**src/rtl/cpu_controller.sv**
```systemverilog
// rtl/cpu_controller.sv - instruction sequencing FSM for the simple RISC datapath (optional CTRL_ILLEGAL_FLAG_EN adds the illegal flag port)
module cpu_controller (
    input  logic       clk,
    input  logic       rst_n,
    input  logic       s,
    input  logic [4:0] fsm_in,
    output logic       w,
    output logic [2:0] nsel,
    output logic [1:0] vsel,
    output logic       write,
    output logic       loada,
    output logic       loadb,
    output logic       loadc,
    output logic       loads,
    output logic       asel,
`ifdef CTRL_ILLEGAL_FLAG_EN
    output logic       illegal,
`endif
    output logic       bsel
);

    localparam logic [4:0] OP_MOV_IMM = 5'b110_10;
    localparam logic [4:0] OP_MOV_REG = 5'b110_00;
    localparam logic [4:0] OP_ADD     = 5'b101_00;
    localparam logic [4:0] OP_CMP     = 5'b101_01;
    localparam logic [4:0] OP_AND     = 5'b101_10;
    localparam logic [4:0] OP_MVN     = 5'b101_11;

    localparam logic [2:0] NSEL_NONE = 3'b000;
    localparam logic [2:0] NSEL_RM   = 3'b001;
    localparam logic [2:0] NSEL_RD   = 3'b010;
    localparam logic [2:0] NSEL_RN   = 3'b100;

    localparam logic [1:0] VSEL_C     = 2'b00;
    localparam logic [1:0] VSEL_IMM8  = 2'b10;

    typedef enum logic [2:0] {
        ST_WAIT   = 3'd0,
        ST_DECODE = 3'd1,
        ST_WR_IMM = 3'd2,
        ST_GET_A  = 3'd3,
        ST_GET_B  = 3'd4,
        ST_ALU    = 3'd5,
        ST_WR_REG = 3'd6
    } state_t;

    state_t     state;
    state_t     next_state;
    logic [4:0] ir_op;

    // State register; the opcode is latched as the machine leaves WAIT so the decoder may move on
    always_ff @(posedge clk or negedge rst_n) begin
        if (!rst_n) begin
            state <= ST_WAIT;
            ir_op <= 5'b00000;
        end else begin
            state <= next_state;
            if (state == ST_WAIT && s) begin
                ir_op <= fsm_in;
            end
        end
    end

    // Next-state selection and Moore output decode (ir_op is registered, so outputs stay glitch-free)
    always_comb begin
        next_state = state;
        w          = 1'b0;
        nsel       = NSEL_NONE;
        vsel       = VSEL_C;
        write      = 1'b0;
        loada      = 1'b0;
        loadb      = 1'b0;
        loadc      = 1'b0;
        loads      = 1'b0;
        asel       = 1'b0;
        bsel       = 1'b0;
        case (state)
            ST_WAIT: begin
                w = 1'b1;
                if (s) begin
                    next_state = ST_DECODE;
                end
            end
            ST_DECODE: begin
                case (ir_op)
                    OP_MOV_IMM:              next_state = ST_WR_IMM;
                    OP_ADD, OP_CMP, OP_AND:  next_state = ST_GET_A;
                    OP_MOV_REG, OP_MVN:      next_state = ST_GET_B;
                    default:                 next_state = ST_WAIT;
                endcase
            end
            ST_WR_IMM: begin
                nsel       = NSEL_RN;
                vsel       = VSEL_IMM8;
                write      = 1'b1;
                next_state = ST_WAIT;
            end
            ST_GET_A: begin
                nsel       = NSEL_RN;
                loada      = 1'b1;
                next_state = ST_GET_B;
            end
            ST_GET_B: begin
                nsel       = NSEL_RM;
                loadb      = 1'b1;
                next_state = ST_ALU;
            end
            ST_ALU: begin
                loadc = 1'b1;
                // Single-operand ops pass B through the ALU with A forced to zero
                asel  = (ir_op == OP_MOV_REG) || (ir_op == OP_MVN);
                loads = (ir_op == OP_CMP);
                next_state = (ir_op == OP_CMP) ? ST_WAIT : ST_WR_REG;
            end
            ST_WR_REG: begin
                nsel       = NSEL_RD;
                vsel       = VSEL_C;
                write      = 1'b1;
                next_state = ST_WAIT;
            end
            default: begin
                next_state = ST_WAIT;
            end
        endcase
    end

`ifdef CTRL_ILLEGAL_FLAG_EN
    // Sticky illegal-opcode flag: set when DECODE bails out to WAIT, cleared by the next start
    always_ff @(posedge clk or negedge rst_n) begin
        if (!rst_n) begin
            illegal <= 1'b0;
        end else if (state == ST_WAIT && s) begin
            illegal <= 1'b0;
        end else if (state == ST_DECODE && next_state == ST_WAIT) begin
            illegal <= 1'b1;
        end
    end
`endif

endmodule

```
**config.mk**
```make
export PLATFORM = sky130hd
export DESIGN_NAME = cpu_controller
export DESIGN_NICKNAME = d
export VERILOG_FILES = /design/src/rtl/cpu_controller.sv
export SDC_FILE = /design/constraint.sdc
export NUM_CORES = 1
export LEC_CHECK = 0
export CORE_AREA = 8 8 45 47
export CTS_CLUSTER_SIZE = 12
export DETAILED_ROUTE_END_ITERATION = 16
export DIE_AREA = 0 0 53 55
export PLACE_DENSITY = 0.87
export SLEW_MARGIN = 0
export SYNTH_ARGS = -nofsm -noshare
export SYNTH_HDL_FRONTEND = slang
export SYNTH_SLANG_ARGS = --single-unit
```
**constraint.sdc**
```tcl
create_clock -name clk -period 2.3 [get_ports clk]
set_input_delay 0.23 -clock clk [delete_from_list [all_inputs] [get_ports clk]]
set_output_delay 0.23 -clock clk [all_outputs]
set_load 0.05 [all_outputs]
```
==> run summary <==
Status - finished, final reports clean
Clk_lat worst skew - 0.26 ns
Endpoints failing setup - 0
WL per Instance - 13.58 um
FMAX - 0.4599 GHz
First-pass GRT wire length - 1.752 mm
H-tree Lvls - 1
Final Wtd Congestion - 0.7752
Static Leak - 0.3243 nW
Pwr dens - 1491 nW/um^2
Clock sinks - 8
Final core utilization - 0.5253
# resized after CTS - 0
Mux cell area share after synthesis - 0.1535
Iteration-0 DRC Markers - 2
Final period utilization - 0.9454
Synthesis-to-layout area growth - 31.15%
Top cell type's share of synthesized area - 0.3612
Sw power - 0.5100 mW
Die H - 55 um
Vias in the first global route - 396
Fin nets - 77
Worst-path clk slew - 0.06 ns
Drc violations - 0
CTS tree - done
Critical path data required time - 2.07 ns
DPL Wire Length - 876.9 um
R2r setup slk - 0.89 ns
Post-synthesis cell type count - 29
Leading cell types by total area after synthesis - dfrtp_1 36%, mux2_4 14%, and4b_1 5.4%, and2b_2 4.7%, buf_4 4.1%
# IOs - 21
Share of cells above drive strength 1 - 0.2687
RSZ-0062 raised after global routing - no
Diode count - 0
Max_slew headroom - 0.6623
Core Rows - 14
Clock Root Buffer - clkbuf_4
WL final - 1.127 mm
Most common cell after layout, fill and taps aside - clkdlybuf4s50_1
Flop pwr share - 0.316
Post-synth top flop - dfrtp_1
Count of yosys warnings during synthesis - 0
Post-Synth XOR/XNOR Area - 0.01580
Yosys reg bits - 8
Setup TNS Final - 0 ns
Hold Buf Count CTS - 0
Crit Path Class - reg2out
Post-synth EDFFs - 0
Post-synthesis sequential area ratio - 0.3612
Max Root-Sink Buffers - 2
Mean Syn Cell Area - 10.87 sq um
Total global-route track usage - 0.08710
Largest net degree at the start of global routing - 14
CP arrival - 1.94 ns
Crit end category - output pin
Slew Limit Fails - 0
# Post-CTS Setup Buffers - 0
Min Hold Slack - 0.2370 ns
Crit-path max FO - 8
Commonest cells after routing, fill and taps aside - 16 x clkdlybuf4s50_1, 8 x dfrtp_1, 5 x mux2_4
Simple-Gate Fraction of Synth Area - 0.2844
Final Non-Filler Cells - 83
Final Skew - 0.009105 ns
Die span in x - 53 um
Worst slew pin tran - 0.5050 ns
Sw Share - 0.4704
Maxcap violations - 0
Maximum vdd drop - 0.6439 mV
Fin crit period - 2.174 ns
Core area - 1384 sq um
Hold Crit Class - in2async
Routed vias/inst - 5.048
Mapped Cells - 51
Initial antenna violation count - 0
Clock Power Share - 0.103
Pre-antenna DRT Iters - 3
Initial Util - 0.4005
CTS buffer count - 3
Dpl cells - 80
Internal Pwr Total - 0.5741 mW
Kind of start point of the critical path - register
Fin. Hold Viols - 0
Async S/R FF share, synth - 1.000
Overflow after GRT - 0
Total power - 1.084 mW
Synth Area in Compound Gates - 0.07449
Logic pwr share - 0.581
Main combinational cell family by area after synthesis - simple AND/OR/NAND/NOR gates
Vias - 419
Worst R2R Path Depth - 3
Post-synthesis adder-cell area fraction - 0
Yosys top cell by area - dfrtp_1
Routed Antenna Nets - 0
Buffers on Ports - 18
Filler Cells Inserted - 128
Synthesized cell area - 554.3 sq um
Total die area - 2915 sq um
==> area by class of cell <==
class / instances / area, sq um / area share
multi-input cells: 37 / 305.3 / 0.4200
well taps: 16 / 20.02 / 0.02754
clock buffers: 3 / 22.52 / 0.03098
flip-flops and latches: 8 / 200.2 / 0.2754
repair buffers: 18 / 175.2 / 0.2410
inverters: 1 / 3.754 / 0.005164
==> layer usage <==
metal,share of wire,vias to the layer above,global-route usage,routed length [um]
met5,0,-,0,0
met4,0.016,0,0.09914,18
met3,0.12,2,0.05348,137
met2,0.50,16,0.1250,559
met1,0.37,192,0.07944,412
li1,-,209,-,-
==> per-stage QoR <==
| step | setup slack (ns) | cell area [sq um] |
|---|---|---|
| finish | 0.1255 | 726.9 |
| global route | 0.03841 | 726.9 |
| CTS | 0.1134 | 726.9 |
| detailed placement | 0.4188 | 704.4 |
| global placement | 0.4176 | 704.4 |
| floorplan | 0.1786 | 563.0 |
==> state kept, by name (all words and copies together), names as in the netlist <==
signal,cells
ir_op,5
state,3
==> path summary, 6_finish.rpt <==
path | start | end
max | state[1]$_DFFE_PN0P_ | loadc
min | rst_n | state[1]$_DFFE_PN0P_
max reg2reg | state[2]$_DFFE_PN0P_ | ir_op[1]$_DFFE_PN0P_
min reg2reg | ir_op[0]$_DFFE_PN0P_ | ir_op[0]$_DFFE_PN0P_
max in group asynchronous | rst_n | ir_op[1]$_DFFE_PN0P_
min in group clk | fsm_in[0] | ir_op[0]$_DFFE_PN0P_
==> worst max-delay path, cell delays in order (launching register included) <==
cell             delay, ns
dfrtp_1               0.46
and2b_2               0.26
nand2_1               0.08
inv_1                 0.08
clkdlybuf4s50_1       0.79
==> synthesized netlist by cell type, types with 2 or more instances <==
cell / number
dfrtp_1: 8
mux2_4: 5
and2b_2: 3
and4b_1: 3
buf_4: 3
nand2_1: 3
nor3b_1: 3
nor2_1: 2
==> cell families after synthesis <==
logic type,Yosys count
xor gates and xnor gates,1
other,1
buffers and inverters,7
DFF,8
and+or+nand+nor,22
muxes,6
AOI/OAI and AO/OA,6
==> power groups by stage <==
stage                     registers, mW  clock network (mW)  logic (mW)
after global placement            0.337                   0       0.624
after floorplan                   0.283                   0       0.580
after global routing              0.365               0.127       0.668
after detailed placement          0.344                   0       0.636
after CTS                         0.343               0.116       0.637
final                             0.342               0.111       0.630
Note: power is estimated with default switching activity, not from simulation.
